===== src/rtl/stream_demultiplexer.sv =====
// 1-to-4 valid/ready stream demultiplexer with a one-entry register slice and
// a wrapping transfer counter per output channel.
module stream_demultiplexer #(
    parameter int DATA_WIDTH  = 32,
    parameter int COUNT_WIDTH = 16
) (
    input  logic                     clk,
    input  logic                     reset,
    input  logic [DATA_WIDTH-1:0]    data_in,
    input  logic [1:0]               selector,
    input  logic                     in_valid,
    output logic                     in_ready,
    output logic [DATA_WIDTH-1:0]    data0,
    output logic [DATA_WIDTH-1:0]    data1,
    output logic [DATA_WIDTH-1:0]    data2,
    output logic [DATA_WIDTH-1:0]    data3,
    output logic [3:0]               output_valid,
    input  logic [3:0]               output_ready,
    output logic [4*COUNT_WIDTH-1:0] xfer_counts
);

    logic [3:0][DATA_WIDTH-1:0]  r_data;
    logic [3:0][COUNT_WIDTH-1:0] r_cnt;
    logic [3:0]                  r_valid;
    logic                        w_accept;
    logic [3:0]                  w_drain;

    // A slice can take a new word if it is empty or is being drained this cycle.
    assign in_ready = !r_valid[selector] || output_ready[selector];
    assign w_accept = in_valid && in_ready;
    assign w_drain  = r_valid & output_ready;

    always_ff @(posedge clk) begin
        if (reset) begin
            r_data  <= '0;
            r_cnt   <= '0;
            r_valid <= '0;
        end else begin
            for (int i = 0; i < 4; i++) begin
                if (w_accept && (selector == 2'(i))) begin
                    r_data[i]  <= data_in;
                    r_valid[i] <= 1'b1;
                end else if (w_drain[i]) begin
                    r_valid[i] <= 1'b0;
                end
                if (w_drain[i])
                    r_cnt[i] <= r_cnt[i] + 1'b1;
            end
        end
    end

    assign data0        = r_data[0];
    assign data1        = r_data[1];
    assign data2        = r_data[2];
    assign data3        = r_data[3];
    assign output_valid = r_valid;
    assign xfer_counts  = r_cnt;

endmodule


===== config.mk =====
export PLATFORM = sky130hd
export DESIGN_NAME = stream_demultiplexer
export DESIGN_NICKNAME = d
export VERILOG_FILES = /design/src/rtl/stream_demultiplexer.sv
export SDC_FILE = /design/constraint.sdc
export NUM_CORES = 1
export LEC_CHECK = 0
export ABC_AREA = 1
export CORE_ASPECT_RATIO = 1.2
export CORE_MARGIN = 2
export CORE_UTILIZATION = 45
export CTS_CLUSTER_SIZE = 25
export DETAILED_ROUTE_END_ITERATION = 8
export GPL_ROUTABILITY_DRIVEN = 0
export GPL_TIMING_DRIVEN = 0
export PLACE_DENSITY = 0.85
export SLEW_MARGIN = 20
export SYNTH_ARGS = -nofsm -noshare
export SYNTH_HDL_FRONTEND = slang
export SYNTH_SLANG_ARGS = --single-unit

===== constraint.sdc =====
create_clock -name clk -period 1.4 [get_ports clk]
set_clock_uncertainty 0.05 [all_clocks]
set_input_delay 0.14 -clock clk [delete_from_list [all_inputs] [get_ports clk]]
set_output_delay 0.14 -clock clk [all_outputs]
set_load 0.02 [all_outputs]

==> flow_summary.html <==
<table>
<tr><th>Metric</th><th>Value</th></tr>
<tr><th colspan="2">Clocking</th></tr>
<tr><td>Hold buffer count at cts</td><td>0</td></tr>
<tr><td>Cell at the root of the clock tree</td><td>sky130_fd_sc_hd__clkbuf_16</td></tr>
<tr><td>Clk Latency, worst-skew pair</td><td>roughly 0.44 ns</td></tr>
<tr><td>CTS tree</td><td>built</td></tr>
<tr><td>H-tree level count</td><td>4</td></tr>
<tr><td>Clock Path Buffers</td><td>2</td></tr>
<tr><td>Total clock buffers created by CTS</td><td>17</td></tr>
<tr><td>TritonCTS Sinks</td><td>approximately 200</td></tr>
<tr><td>Reg clk slew, reported paths</td><td>0.07 ns</td></tr>
<tr><th colspan="2">Synth</th></tr>
<tr><td>Distinct cell type count of the synthesized netlist</td><td>29</td></tr>
<tr><td>Number of flip-flops and latches in the synthesized netlist</td><td>196</td></tr>
<tr><td>YS warnings</td><td>0</td></tr>
<tr><td>Synthesized net count</td><td>approximately 1500</td></tr>
<tr><td>Post-synth design cell area</td><td>9570 um2</td></tr>
<tr><td>Synthesized netlist cell count</td><td>1494</td></tr>
<tr><td>Sequential cell area fraction in the yosys report</td><td>41.0%</td></tr>
<tr><td>Syn_area_per_cell</td><td>6.41 um2</td></tr>
<tr><th colspan="2">Global routing</th></tr>
<tr><td>Number of global-route vias before repair</td><td>approximately 10000</td></tr>
<tr><td>Global routing met3 resource utilization</td><td>between 8 and 9%</td></tr>
<tr><td>Largest net degree at the start of global routing</td><td>19</td></tr>
<tr><td>Antenna violations before repair</td><td>1</td></tr>
<tr><td>All-layer global routing usage</td><td>28.8%</td></tr>
<tr><td>GRT overflow</td><td>0</td></tr>
<tr><td>Top Usage Layer GRT</td><td>met2</td></tr>
<tr><td>Wire length of the first global-routing pass</td><td>~51 mm</td></tr>
<tr><td>Met1 routing resource usage after global routing</td><td>32.0%</td></tr>
<tr><td>Met2 usage</td><td>50.8%</td></tr>
<tr><th colspan="2">Finish</th></tr>
<tr><td>Leading cell types in the layout, fill and taps excluded</td><td>sky130_fd_sc_hd__inv_1, sky130_fd_sc_hd__nand2_1, sky130_fd_sc_hd__dfxtp_1</td></tr>
<tr><td>Non-filler cells in the finished layout</td><td>2097</td></tr>
<tr><td>Layout Nets</td><td>about 1900</td></tr>
<tr><td>Filler cell count</td><td>1545</td></tr>
<tr><td>Layout cells sized above 1</td><td>23.2%</td></tr>
<tr><td>Most common cell after layout, fill and taps aside</td><td>sky130_fd_sc_hd__inv_1</td></tr>
<tr><td>Synthesis-to-layout area growth</td><td>52.7%</td></tr>
<tr><th colspan="2">Worst setup path</th></tr>
<tr><td>Data required time at the worst endpoint</td><td>1.73 ns</td></tr>
<tr><td>Highest net fanout along the worst path</td><td>8</td></tr>
<tr><td>CP endpoint kind</td><td>register</td></tr>
<tr><td>Endpoint arrival time on the critical path</td><td>2.04 ns</td></tr>
<tr><td>Stage delay of the slowest cell on the critical path</td><td>0.35 ns</td></tr>
<tr><td>Family with the most delay on the worst path</td><td>simple AND/OR/NAND/NOR gates</td></tr>
<tr><td>Crit path max-delay cell type</td><td>sky130_fd_sc_hd__dfxtp_4</td></tr>
<tr><td>Start-to-end type of the worst setup path</td><td>register to register</td></tr>
<tr><td>Count of buffering cells on the critical path with inverters included</td><td>4</td></tr>
<tr><td>Critical path launch point type</td><td>register</td></tr>
<tr><td>Most common cell on crit path</td><td>sky130_fd_sc_hd__nand2_1</td></tr>
<tr><td>Critical Path, Cell by Cell</td><td>nand2_1 &gt; nand2_1 &gt; nand2_1 &gt; nand2_2 &gt; nand2_8 &gt; buf_12 &gt; buf_6 &gt; nand3_4 &gt; clkbuf_16 &gt; nand2_1 &gt; inv_1 &gt; nor2_1</td></tr>
<tr><th colspan="2">Placed design</th></tr>
<tr><td>Placed cell count</td><td>1998</td></tr>
<tr><td>DP HPWL</td><td>22.2 mm</td></tr>
<tr><td>Dpl ws</td><td>-0.740 ns</td></tr>
<tr><td>Count of buffers from port buffering</td><td>between 200 and 250</td></tr>
<tr><th colspan="2">Drt</th></tr>
<tr><td>Via count</td><td>11253</td></tr>
<tr><td>Number of DRC violations after detailed routing</td><td>0</td></tr>
<tr><td>Wire per inst</td><td>17.3 um</td></tr>
<tr><td>Routed Antenna Nets</td><td>0</td></tr>
<tr><td>Length of the first detailed-routing pass in iterations</td><td>8</td></tr>
<tr><td>Initial drt markers</td><td>1207</td></tr>
<tr><td>Vias/cell</td><td>5.37</td></tr>
<tr><td>Final Routed Wirelength</td><td>around 36 mm</td></tr>
<tr><th colspan="2">Power</th></tr>
<tr><td>Share of total power in the clock network</td><td>36.9%</td></tr>
<tr><td>Worst ir drop on vdd</td><td>0.000854 V</td></tr>
<tr><td>Internal power of the cells</td><td>~9100 uW</td></tr>
<tr><td>Power per unit of standard cell area</td><td>900 nW/um2</td></tr>
<tr><td>Seq pwr share</td><td>45.0%</td></tr>
<tr><td>Combinational power share</td><td>between 15 and 20%</td></tr>
<tr><td>Switching power total</td><td>4020 uW</td></tr>
<tr><td>Leakage power figure</td><td>0.00746 uW</td></tr>
<tr><td>Fraction of power spent switching nets</td><td>between 30 and 40%</td></tr>
<tr><th colspan="2">STA</th></tr>
<tr><td>Final critical-path required period</td><td>around 1.7 ns</td></tr>
<tr><td>Part of the cycle the worst path needs</td><td>122%</td></tr>
<tr><td>Smallest setup slack after layout</td><td>-0.312 ns</td></tr>
<tr><td>Final count of pins violating max slew</td><td>0</td></tr>
<tr><td>Endpoints failing setup</td><td>159</td></tr>
<tr><td>Actual transition at the worst max-transition pin</td><td>0.758 ns</td></tr>
<tr><td>Relative max-transition margin</td><td>between 40% and 50%</td></tr>
<tr><td>Fin. Hold Viols</td><td>0</td></tr>
<tr><td>Fmax</td><td>0.584 GHz</td></tr>
<tr><td>Unrepaired setup endpoints after global routing</td><td>true</td></tr>
<tr><th colspan="2">Floorplan</th></tr>
<tr><td>Row cnt</td><td>58</td></tr>
<tr><td>Core area</td><td>20900 um2</td></tr>
<tr><td>Die Wd</td><td>approximately 140 um</td></tr>
<tr><td>Die outline height</td><td>164 um</td></tr>
<tr><td>Effective utilization at floorplan</td><td>between 40% and 50%</td></tr>
<tr><td>Die ar.</td><td>approximately 22000 um2</td></tr>
<tr><td>I/O pin count</td><td>238</td></tr>
<tr><th colspan="2">Job</th></tr>
<tr><td>Max Cap Violations</td><td>0</td></tr>
<tr><th colspan="2">Status</th></tr>
<tr><td>Violated checks</td><td>setup timing</td></tr>
<tr><td>Outcome</td><td>finished, violations left</td></tr>
<tr><th colspan="2">Hold path</th></tr>
<tr><td>Worst min-delay path category</td><td>primary input to register</td></tr>
</table>
power by group through the flow:
stage | Sequential [uW] | Clock (uW) | Combinational [uW]
after floorplan | 6280 | 0 | 908
after global placement | 6050 | 0 | 1940
after detailed placement | 6050 | 0 | 1970
after CTS | 5910 | 4840 | 2070
after global routing | 5930 | 5060 | 2550
final | 5910 | 4840 | 2390
sequential cells by signal, indices dropped and copies added (netlist names):
name,flops
data0,32
output_valid,4
data1,32
data2,32
xfer_counts,64
data3,32
stage by stage:
step	power [uW]	instance area [um2]	hold WS (ns)	utilization (%)	TNS, ns
3_3_place_gp	7980	12300	0.424	58.9	-85.30
5_1_grt	13500	14600	0.193	69.9	-34.52
6_report	13100	14600	0.147	69.9	-26.46
3_5_place_dp	8030	12300	0.426	58.9	-91.11
4_1_cts	12800	13600	0.104	65.1	-11.34
2_1_floorplan	7190	9630	0.246	-	-0.0294
cell families after synthesis:
group / synth area share (%)
flops: 41.0
compound gates: 3.99
buf+inv: 19.1
fa+ha+maj: 0.523
simple gates: 35.4
timing repair:
action | in CTS | in global routing
gates resized for setup | 364 | 305
endpoints found under the setup margin | 352 | 207
gates cloned | 15 | 5
setup buffers | 25 | 26
pin swaps | 45 | 113
endpoints found under the hold margin | 0 | 0
cells in the mapped netlist, drive strengths merged:
cell type,n,area (um2)
nor2,197,763
a21oi,32,160
nand3b,1,7.51
o21a,1,7.51
nand2,362,1380
and3,3,18.8
nand3,30,175
nor3,33,165
buf,46,295
nand4,134,838
nor4,3,18.8
ha,4,50.1
dfxtp,196,3920
a31oi,3,18.8
clkbuf,30,114
o21ai,39,195
nor3b,3,22.5
inv,377,1420
worst register-to-register path, delay by kind of cell, from the launching register on:
kind                   cells  cell delay (ns)
AND/OR/NAND/NOR            8             0.70
buffers and inverters      4             0.54
flip-flops                 1             0.35
cell type report:
type                       instances  area, um2  area share [%]
clock buffer                      20        457            3.13
clock inverter                    12        110           0.754
timing repair buffer             301       2980            20.4
antenna                            1       2.50          0.0171
buffer                            75        561            3.84
sequential                       196       3970            27.1
inverter                         377       1420            9.74
multi-input combinational        845       4770            32.7
tap                              270        338            2.31
worst paths after layout:
kind / cells past startpoint / slack [ns] / from / endpoint
setup / recovery: 12 / -0.31 / output_valid[1] / data3[30]
setup reg to reg: 12 / -0.31 / output_valid[1] / data3[30]
hold / removal: 5 / 0.15 / selector[1] / data0[31]
hold reg to reg: 4 / 0.46 / data0[12] / data0[12]
routing by layer:
metal | part of all wire [%] | wire, um
met1 | 35 | 12800
met4 | 5.3 | 1940
met5 | 0 | 0
met2 | 49 | 17800
met3 | 11 | 3850
Power figures use the tool's default switching activity.
